### config.mk
export PLATFORM = sky130hd
export DESIGN_NAME = mode_counter
export DESIGN_NICKNAME = d
export VERILOG_FILES = /design/src/rtl/counter_pkg.sv /design/src/rtl/mode_counter.sv
export SDC_FILE = /design/constraint.sdc
export NUM_CORES = 1
export LEC_CHECK = 0
export BUFFER_PORTS_ARGS = -buffer_cell sky130_fd_sc_hd__buf_4
export CORE_UTILIZATION = 45
export CTS_CLUSTER_DIAMETER = 120
export CTS_CLUSTER_SIZE = 40
export DETAILED_ROUTE_END_ITERATION = 8
export HOLD_SLACK_MARGIN = 0.05
export PLACE_DENSITY = 0.85
export RECOVER_POWER = 25
export SLEW_MARGIN = 10
export SYNTH_ARGS = -nofsm -noshare
export SYNTH_HDL_FRONTEND = slang
export SYNTH_SLANG_ARGS = --single-unit
export TNS_END_PERCENT = 1
### constraint.sdc
create_clock -name clk -period 2.5 [get_ports clk]
set_input_delay 0.125 -clock clk [delete_from_list [all_inputs] [get_ports clk]]
set_output_delay 0.125 -clock clk [all_outputs]
set_load 0.1 [all_outputs]
### src/rtl/counter_pkg.sv
// Shared definitions for the mode_counter family of timers/prescalers.
package counter_pkg;

    // Default counter width for instances that do not override N.
    localparam int unsigned CNT_W_DEFAULT = 4;

    // Encodings of the mode_i and dir_i control inputs.
    localparam logic MODE_WRAP    = 1'b0;
    localparam logic MODE_ONESHOT = 1'b1;
    localparam logic DIR_DOWN     = 1'b0;
    localparam logic DIR_UP       = 1'b1;

    // Action selected for the current edge, in priority order clr > load > count.
    typedef enum logic [1:0] {
        OP_HOLD  = 2'd0,
        OP_CLR   = 2'd1,
        OP_LOAD  = 2'd2,
        OP_COUNT = 2'd3
    } cnt_op_e;

endpackage : counter_pkg

### src/rtl/mode_counter.sv
// Up/down modulo counter with wrap or one-shot mode, synchronous clear/load,
// registered terminal-count pulse, compare-match flag and sticky done flag.
module mode_counter
    import counter_pkg::*;
#(
    parameter int unsigned    N       = CNT_W_DEFAULT,
    parameter logic [N-1:0]   RST_VAL = '0
) (
    input  logic         clk,
    input  logic         arst_n,
    input  logic         en_i,
    input  logic         clr_i,
    input  logic         load_i,
    input  logic [N-1:0] load_val_i,
    input  logic         dir_i,
    input  logic         mode_i,
    input  logic [N-1:0] max_i,
    input  logic [N-1:0] cmp_val_i,
    output logic [N-1:0] counter_o,
    output logic         tc_o,
    output logic         cmp_match_o,
    output logic         done_o
);

    localparam logic [N-1:0] CNT_ONE = N'(1);

    logic [N-1:0] counter_q, counter_d;
    logic         tc_q, tc_d;
    logic         cmp_match_q, cmp_match_d;
    logic         done_q, done_d;
    cnt_op_e      op;
    logic         at_terminal;

    // Select this edge's action; a finished one-shot ignores en_i.
    always_comb begin
        op = OP_HOLD;
        if (clr_i) begin
            op = OP_CLR;
        end else if (load_i) begin
            op = OP_LOAD;
        end else if (en_i && !done_q) begin
            op = OP_COUNT;
        end
    end

    // Terminal condition depends on direction; values above max_i count as terminal when going up.
    always_comb begin
        if (dir_i == DIR_UP) begin
            at_terminal = (counter_q >= max_i);
        end else begin
            at_terminal = (counter_q == '0);
        end
    end

    // Next-state computation for count, done, terminal pulse and compare flag.
    always_comb begin
        counter_d = counter_q;
        done_d    = done_q;
        tc_d      = 1'b0;
        unique case (op)
            OP_CLR: begin
                counter_d = RST_VAL;
                done_d    = 1'b0;
            end
            OP_LOAD: begin
                counter_d = load_val_i;
                done_d    = 1'b0;
            end
            OP_COUNT: begin
                if (at_terminal) begin
                    tc_d = 1'b1;
                    if (mode_i == MODE_WRAP) begin
                        counter_d = (dir_i == DIR_UP) ? '0 : max_i;
                    end else begin
                        done_d = 1'b1;
                    end
                end else if (dir_i == DIR_UP) begin
                    counter_d = counter_q + CNT_ONE;
                end else begin
                    counter_d = counter_q - CNT_ONE;
                end
            end
            default: begin
                counter_d = counter_q;
            end
        endcase
        // Compared against the next value so the flag lines up with counter_o.
        cmp_match_d = (counter_d == cmp_val_i);
    end

    // State registers with asynchronous active-low reset.
    always_ff @(posedge clk or negedge arst_n) begin
        if (!arst_n) begin
            counter_q   <= RST_VAL;
            tc_q        <= 1'b0;
            cmp_match_q <= 1'b0;
            done_q      <= 1'b0;
        end else begin
            counter_q   <= counter_d;
            tc_q        <= tc_d;
            cmp_match_q <= cmp_match_d;
            done_q      <= done_d;
        end
    end

    assign counter_o   = counter_q;
    assign tc_o        = tc_q;
    assign cmp_match_o = cmp_match_q;
    assign done_o      = done_q;

endmodule : mode_counter

==> key figures, run 1 <==
GRT
  • Vias in the first global route: 758
  • Largest net degree at the start of global routing: 10
  • Initial antenna violation count: 0
  • Global-route wire length before repair: 3.48 mm
  • GR Util All Layers: 0.243
  • Gr ovfl total: 0

Route
  • Initial DRC count: 33
  • DRC: 0
  • Final WL: 2.54 mm
  • 1st-pass router iterations: 4
  • Vias per inst: 6.12
  • Antenna-violating nets left: 0
  • WL per Instance: 16.4 um
  • Via count: 949

Power and ir drop
  • Max VDD drop: 0.000241 V
  • Leak: 0.511 nW
  • Total power: 0.000518 W
  • Pwr Density: 435 nW/um2

Worst hold path
  • Hold Crit Depth: 2
  • Hold_sp: clr_i
  • Worst min-delay path class: in -> reg
  • Endpoint, Worst Hold: counter_o[2]$_DFF_PN0_

Yosys
  • Async SR Flop Fraction: 1.00
  • Unique masters post-synth: 44
  • Post-synthesis cell area: 823 um2
  • Sequential-to-total area share from yosys stat: 0.213
  • Top_reg_cell synth: dfrtp_1
  • Synthesized Nets: 124
  • Post-synth EDFFs: 0
  • Synth Register Bits: 7
  • YS warnings: 0
  • Post-Synthesis Cells: 98
  • Mean area per synthesized cell: 8.40 um2

Critical path
  • Slowest cell on crit path: or4_4
  • CP Buf/Inv Count: 0
  • Crit path DAT: 2.58 ns
  • R2r endpoint: cmp_match_o$_DFF_PN0_
  • Critical R2R Launch: counter_o[2]$_DFF_PN0_
  • Reg-to-reg setup timing slack: 0.05 ns
  • CP cell instances: ha_1, o211ai_1, o2111a_2, or4_4, o221ai_4, xor2_1, a2111oi_4
  • Reg2reg path depth: 7
  • Maximum net fanout on the critical path: 4
  • Crit end category: register
  • CP required: 2.63 ns
  • Crit start category: register
  • Top delay family on crit path: compound AO/OA/AOI/OAI gates
  • Crit path largest cell delay: 0.55 ns
  • Worst Setup Path Type: reg -> reg

Die
  • Die width: 44.8 um
  • Ports: 26
  • Die height: 44.8 um
  • Core area: 1730 um2
  • Die area: 2000 um2
  • Row cnt: 15
  • Initial Util: 0.477

Timing
  • Fin crit share: 0.980
  • F_max: 0.408 GHz
  • Final hold vios: 0
  • Slew Viols, Final: 0
  • Fin crit period: 2.45 ns
  • Clk_skew: 0.00936 ns
  • Final setup viols: 0
  • Slew headroom: 0.612
  • Worst Max-Slew Pin Slew: 0.578 ns

Clock tree
  • Worst-path clk slew: 0.06 ns
  • Clock Latency Late Sink: 0.26 ns
  • CTS tree: yes
  • CTS root buf: clkbuf_4
  • H-tree levels: 1
  • CTS buffer count: 3
  • Setup bufs post-CTS: 0
  • Clock sink count: 7
  • Clk buf depth: 2

Layout
  • Post-Layout Inst Area: 1190 um2
  • Nets@finish: 157
  • Area growth, synth to finish: 44.7%
  • Number of diodes: 0
  • Non-Filler Instances: 155
  • Register area: 190 um2
  • Layout cells sized above 1: 0.392
  • Fillers: 149
  • Multi-input logic area: 681 um2

Placed design
  • DP Area: 1090 um2
  • Routability congestion estimate: 0.973
  • Placed Instances: 149
  • Hpwl dp: 1.79 mm
  • Port bufs: 25

Job
  • # Max-Cap Violations: 0

Run status
  • Status: finished clean
==> cell usage after synthesis (2+ instances only) <==
master     n  area [um2]
a21oi_1    6        30.0
buf_6      2        22.5
dfrtp_1    7         175
ha_1       6        75.1
inv_1     10        37.5
nand2_1    5        18.8
nand2b_1   3        18.8
nand3_1    2        10.0
nor2_1     7        26.3
nor3_1     3        15.0
nor3b_1    3        22.5
o211ai_1   4        30.0
o21ai_0    4        20.0
or2_1      3        18.8
xor2_1     4        35.0
==> sequential cells by signal (all words and copies together), names as in the netlist <==
register and count:
counter_o 4, cmp_match_o 1, tc_o 1, done_o 1
==> layout make-up <==
type | instances | share of cell area
inverter | 11 | 0.0389
tap | 25 | 0.0263
clock buffer | 4 | 0.0221
timing repair buffer | 29 | 0.182
sequential | 7 | 0.160
multi-input combinational | 79 | 0.571
==> report_power, final <==
group	leakage [nW]	total (W)	internal (W)	switching, W
sequential	0.0869	0.000136	0.000126	0.0000109
combinational	0.409	0.000277	0.000100	0.000177
clock	0.0150	0.000105	0.0000611	0.0000436
==> worst max-delay path by stage <==
stage                      startpoint                    end  slack (ns)  cells past startpoint
3_3_place_gp   counter_o[0]$_DFF_PN0_  cmp_match_o$_DFF_PN0_        0.10                      8
3_5_place_dp   counter_o[0]$_DFF_PN0_  cmp_match_o$_DFF_PN0_        0.08                      8
5_1_grt        counter_o[1]$_DFF_PN0_  cmp_match_o$_DFF_PN0_       -0.02                      7
6_report       counter_o[2]$_DFF_PN0_  cmp_match_o$_DFF_PN0_        0.05                      7
4_1_cts        counter_o[0]$_DFF_PN0_  cmp_match_o$_DFF_PN0_        0.07                      8
2_1_floorplan  counter_o[0]$_DFF_PN0_  cmp_match_o$_DFF_PN0_       0.002                      8
==> what timing repair did <==
action,4_1_cts,5_1_grt
hold buffers,1,0
hold endpoints to repair,7,0
setup endpoints to repair,0,1
gates resized for setup,0,9
==> cell families (layout without fill, tap and decap cells) <==
| group | after synthesis | in the layout | synth area share |
|---|---|---|---|
| buffers and inverters | 13 | 44 | 0.0775 |
| AOI/OAI and AO/OA | 31 | 32 | 0.290 |
| adders and majority gates | 7 | 7 | 0.116 |
| DFF | 7 | 7 | 0.213 |
| xor gates and xnor gates | 4 | 4 | 0.0425 |
| muxes | 1 | 1 | 0.0122 |
| and+or+nand+nor | 35 | 35 | 0.249 |
==> placed cells by master (no fill, tap or decap), types with 2 or more instances in the layout <==
master    netlist  layout
nor3_1          3       3
nor2_1          7       7
nor3b_1         3       2
o211ai_1        4       4
buf_4           0      27
dfrtp_1         7       3
o2111a_2        1       2
or2_1           3       3
nand2b_1        3       3
nand2_1         5       5
clkbuf_4        0       3
clkbuf_1        0       2
o21ai_1         1       2
ha_4            0       2
a21oi_1         6       6
ha_1            6       4
dfrtp_4         0       4
o21ai_0         4       3
nand3_1         2       2
xor2_1          4       4
inv_1          10       9
==> stage by stage <==
stage / TNS, ns / worst slack, ns / utilization / hold slack, ns
floorplan: 0 / 0.00217 / - / -0.171
global placement: 0 / 0.101 / 0.631 / -0.0632
detailed placement: 0 / 0.0757 / 0.631 / -0.0623
CTS: 0 / 0.0671 / 0.652 / 0.119
global route: -0.0235 / -0.0235 / 0.690 / 0.130
finish: 0 / 0.0511 / 0.690 / 0.127
==> per-layer routing <==
| metal | vias up | wire [um] | track usage |
|---|---|---|---|
| met1 | 467 | 1090 | 0.333 |
| met5 | - | 0 | 0 |
| met4 | 0 | 26 | 0.0727 |
| met2 | 39 | 1300 | 0.388 |
| li1 | 439 | - | - |
| met3 | 4 | 135 | 0.0480 |
Note: power is estimated with default switching activity, not from simulation.
==> run 2, diff against run 1 <==
--- a/config.mk
+++ b/config.mk
@@ -6,12 +6,12 @@
 export NUM_CORES = 1
 export LEC_CHECK = 0
 export BUFFER_PORTS_ARGS = -buffer_cell sky130_fd_sc_hd__buf_4
-export CORE_UTILIZATION = 45
+export CORE_UTILIZATION = 50
 export CTS_CLUSTER_DIAMETER = 120
 export CTS_CLUSTER_SIZE = 40
 export DETAILED_ROUTE_END_ITERATION = 8
 export HOLD_SLACK_MARGIN = 0.05
-export PLACE_DENSITY = 0.85
+export PLACE_DENSITY = 0.89
 export RECOVER_POWER = 25
 export SLEW_MARGIN = 10
 export SYNTH_ARGS = -nofsm -noshare
==> constraint.sdc (replaced) <==
create_clock -name clk -period 2.4 [get_ports clk]
set_input_delay 0.12 -clock clk [delete_from_list [all_inputs] [get_ports clk]]
set_output_delay 0.12 -clock clk [all_outputs]
set_load 0.1 [all_outputs]
==> key figures, run 2 (synthesis results as in run 1) <==
Run status
  • Status: finished with violations (was finished clean)
  • Failing checks: setup timing

Critical path
  • CP required: 2.54 ns (was 2.63 ns)
  • Worst Setup Path Type: reg -> reg (unchanged)
  • Crit end category: register (unchanged)
  • Crit path DAT: 2.60 ns (was 2.58 ns)
  • Crit path from: counter_o[2]$_DFF_PN0_ (unchanged)
  • Crit start category: register (unchanged)
  • Critical R2R Launch: counter_o[2]$_DFF_PN0_ (unchanged)
  • Maximum net fanout on the critical path: 8 (was 4)

GRT
  • GR Util All Layers: 0.287 (was 0.243)
  • Global-route wire length before repair: 3.93 mm (was 3.48 mm)
  • Vias in the first global route: 853 (was 758)
  • Largest net degree at the start of global routing: 10 (unchanged)
  • Gr ovfl total: 0 (unchanged)
  • Initial antenna violation count: 0 (unchanged)

Layout
  • Commonest cells after routing, fill and taps aside: buf_4, inv_1, nor2_1, a21oi_1, nand2_1 (unchanged)
  • Largest register FFs: 4 (unchanged)
  • Non-Filler Instances: 152 (was 155)
  • Layout cells sized above 1: 0.441 (was 0.392)
  • Area growth, synth to finish: 50.0% (was 44.7%)
  • Nets@finish: 163 (was 157)
  • Core Util, Final: 0.810 (was 0.690)
  • Number of diodes: 0 (unchanged)
  • Commonest non-fill, non-tap cell in the layout: buf_4 (unchanged)

Worst hold path
  • Hold_sp: clr_i (unchanged)
  • Worst min-delay path class: in -> reg (unchanged)

Route
  • 1st-pass router iterations: 4 (unchanged)
  • Final WL: 2.87 mm (was 2.54 mm)
  • WL per Instance: 18.9 um (was 16.4 um)
  • DRC: 0 (unchanged)
  • Vias per inst: 6.80 (was 6.12)
  • Initial DRC count: 79 (was 33)
  • Antenna-violating nets left: 0 (unchanged)
  • Via count: 1033 (was 949)

Clock tree
  • Clock sink count: 7 (unchanged)
  • CTS root buf: clkbuf_4 (unchanged)
  • Clk buf depth: 2 (unchanged)
  • Clock Latency Late Sink: 0.26 ns (about the same)
  • CTS buffer count: 3 (unchanged)
  • Worst-path clk slew: 0.06 ns (about the same)
  • H-tree levels: 1 (unchanged)
  • CTS tree: yes (unchanged)

Die
  • Die height: 42.6 um (was 44.8 um)
  • Die width: 42.6 um (was 44.8 um)
  • Initial Util: 0.540 (was 0.477)
  • Core area: 1520 um2 (was 1730 um2)
  • Row cnt: 14 (was 15)
  • Ports: 26 (unchanged)
  • Die area: 1810 um2 (was 2000 um2)

Placed design
  • Hpwl dp: 1.83 mm (was 1.79 mm)
  • Port bufs: 25 (unchanged)
  • Placed Instances: 142 (was 149)
  • Routability congestion estimate: 1.01 (was 0.973)

Power and ir drop
  • Total power: 0.000564 W (was 0.000518 W)
  • Combinational Power Share: 0.552 (was 0.535)
  • Sequential share of power: 0.251 (was 0.263)
  • Net Sw Frac: 0.450 (was 0.446)
  • Leak: 0.537 nW (was 0.511 nW)
  • Clk pwr share: 0.197 (was 0.202)
  • Int Pwr: 0.000311 W (was 0.000287 W)
  • Switching Power: 0.000254 W (was 0.000231 W)
  • Pwr Density: 457 nW/um2 (was 435 nW/um2)
  • Max VDD drop: 0.000266 V (was 0.000241 V)

Timing
  • Final setup viols: 1 (was 0)
  • Sum of negative setup slack: -0.0665 ns (was 0 ns)
  • F_max: 0.405 GHz (was 0.408 GHz)
  • Slew Viols, Final: 0 (unchanged)
  • Fin crit period: 2.47 ns (was 2.45 ns)
  • Final hold vios: 0 (unchanged)
  • Clk_skew: 0.00669 ns (was 0.00936 ns)
  • RSZ-0062 raised after global routing: yes
  • Slew headroom: 0.700 (was 0.612)
  • Worst Max-Slew Pin Slew: 0.446 ns (was 0.578 ns)
  • Fin crit share: 1.03 (was 0.980)
  • Worst setup margin: -0.0665 ns (was 0.0511 ns)

Job
  • # Max-Cap Violations: 0 (unchanged)
-- run 2: path summary, 6_finish.rpt --
path	to	slack (ns)	cells past startpoint
max reg2reg	cmp_match_o$_DFF_PN0_	-0.07	7
min	counter_o[1]$_DFF_PN0_	0.11	2
max	cmp_match_o$_DFF_PN0_	-0.07	7
max in group asynchronous	counter_o[0]$_DFF_PN0_	1.76	2
min reg2reg	done_o$_DFFE_PN0P_	0.60	1
min in group asynchronous	tc_o$_DFF_PN0_	0.31	2
-- run 2: layer usage --
layer	vias to the layer above	track usage	routed length, um
met3	18	0.0388	310
met1	479	0.401	1040
li1	448	-	-
met5	-	0	0
met2	88	0.437	1420
met4	0	0.131	98
-- run 2: power by group through the flow --
stage	Sequential [W]	Clock, W	Combinational, W
6_report	0.000142	0.000111	0.000311
5_1_grt	0.000142	0.000114	0.000330
4_1_cts	0.000142	0.000111	0.000272
3_5_place_dp	0.000145	0	0.000265
3_3_place_gp	0.000144	0	0.000259
2_1_floorplan	0.000211	0	0.000113
-- run 2: worst max-delay path, stage by stage (launching register included) --
cell       delay (ns)
dfrtp_4          0.51
ha_1             0.29
o211ai_1         0.09
o2111a_2         0.36
or2_1            0.28
o211ai_1         0.30
mux2i_1          0.16
a2111oi_2        0.35
-- run 2: area by class of cell --
class | count | area, um2
multi-input cells | 78 | 684
fillers | 87 | 289
repair buffers | 36 | 269
flip-flops and latches | 7 | 191
inverters | 11 | 43.8
clock buffers | 4 | 26.3
well taps | 16 | 20.0
-- run 2: through the flow --
| stage | area (um2) | hold slack [ns] | setup WS (ns) |
|---|---|---|---|
| global route | 1230 | 0.127 | -0.171 |
| finish | 1230 | 0.112 | -0.0665 |
| CTS | 1150 | 0.0932 | -0.00357 |
| floorplan | 885 | -0.176 | -0.0342 |
| global placement | 1110 | -0.0631 | 0.0780 |
| detailed placement | 1110 | -0.0616 | 0.00219 |
-- run 2: repair_timing --
item / CTS / global route
gates resized for setup: 0 / 7
hold endpoints to repair: 7 / 0
buffers inserted: 1 / 4
hold buffers: 1 / 0
endpoints found under the setup margin: 1 / 1
pin swaps: 1 / 8
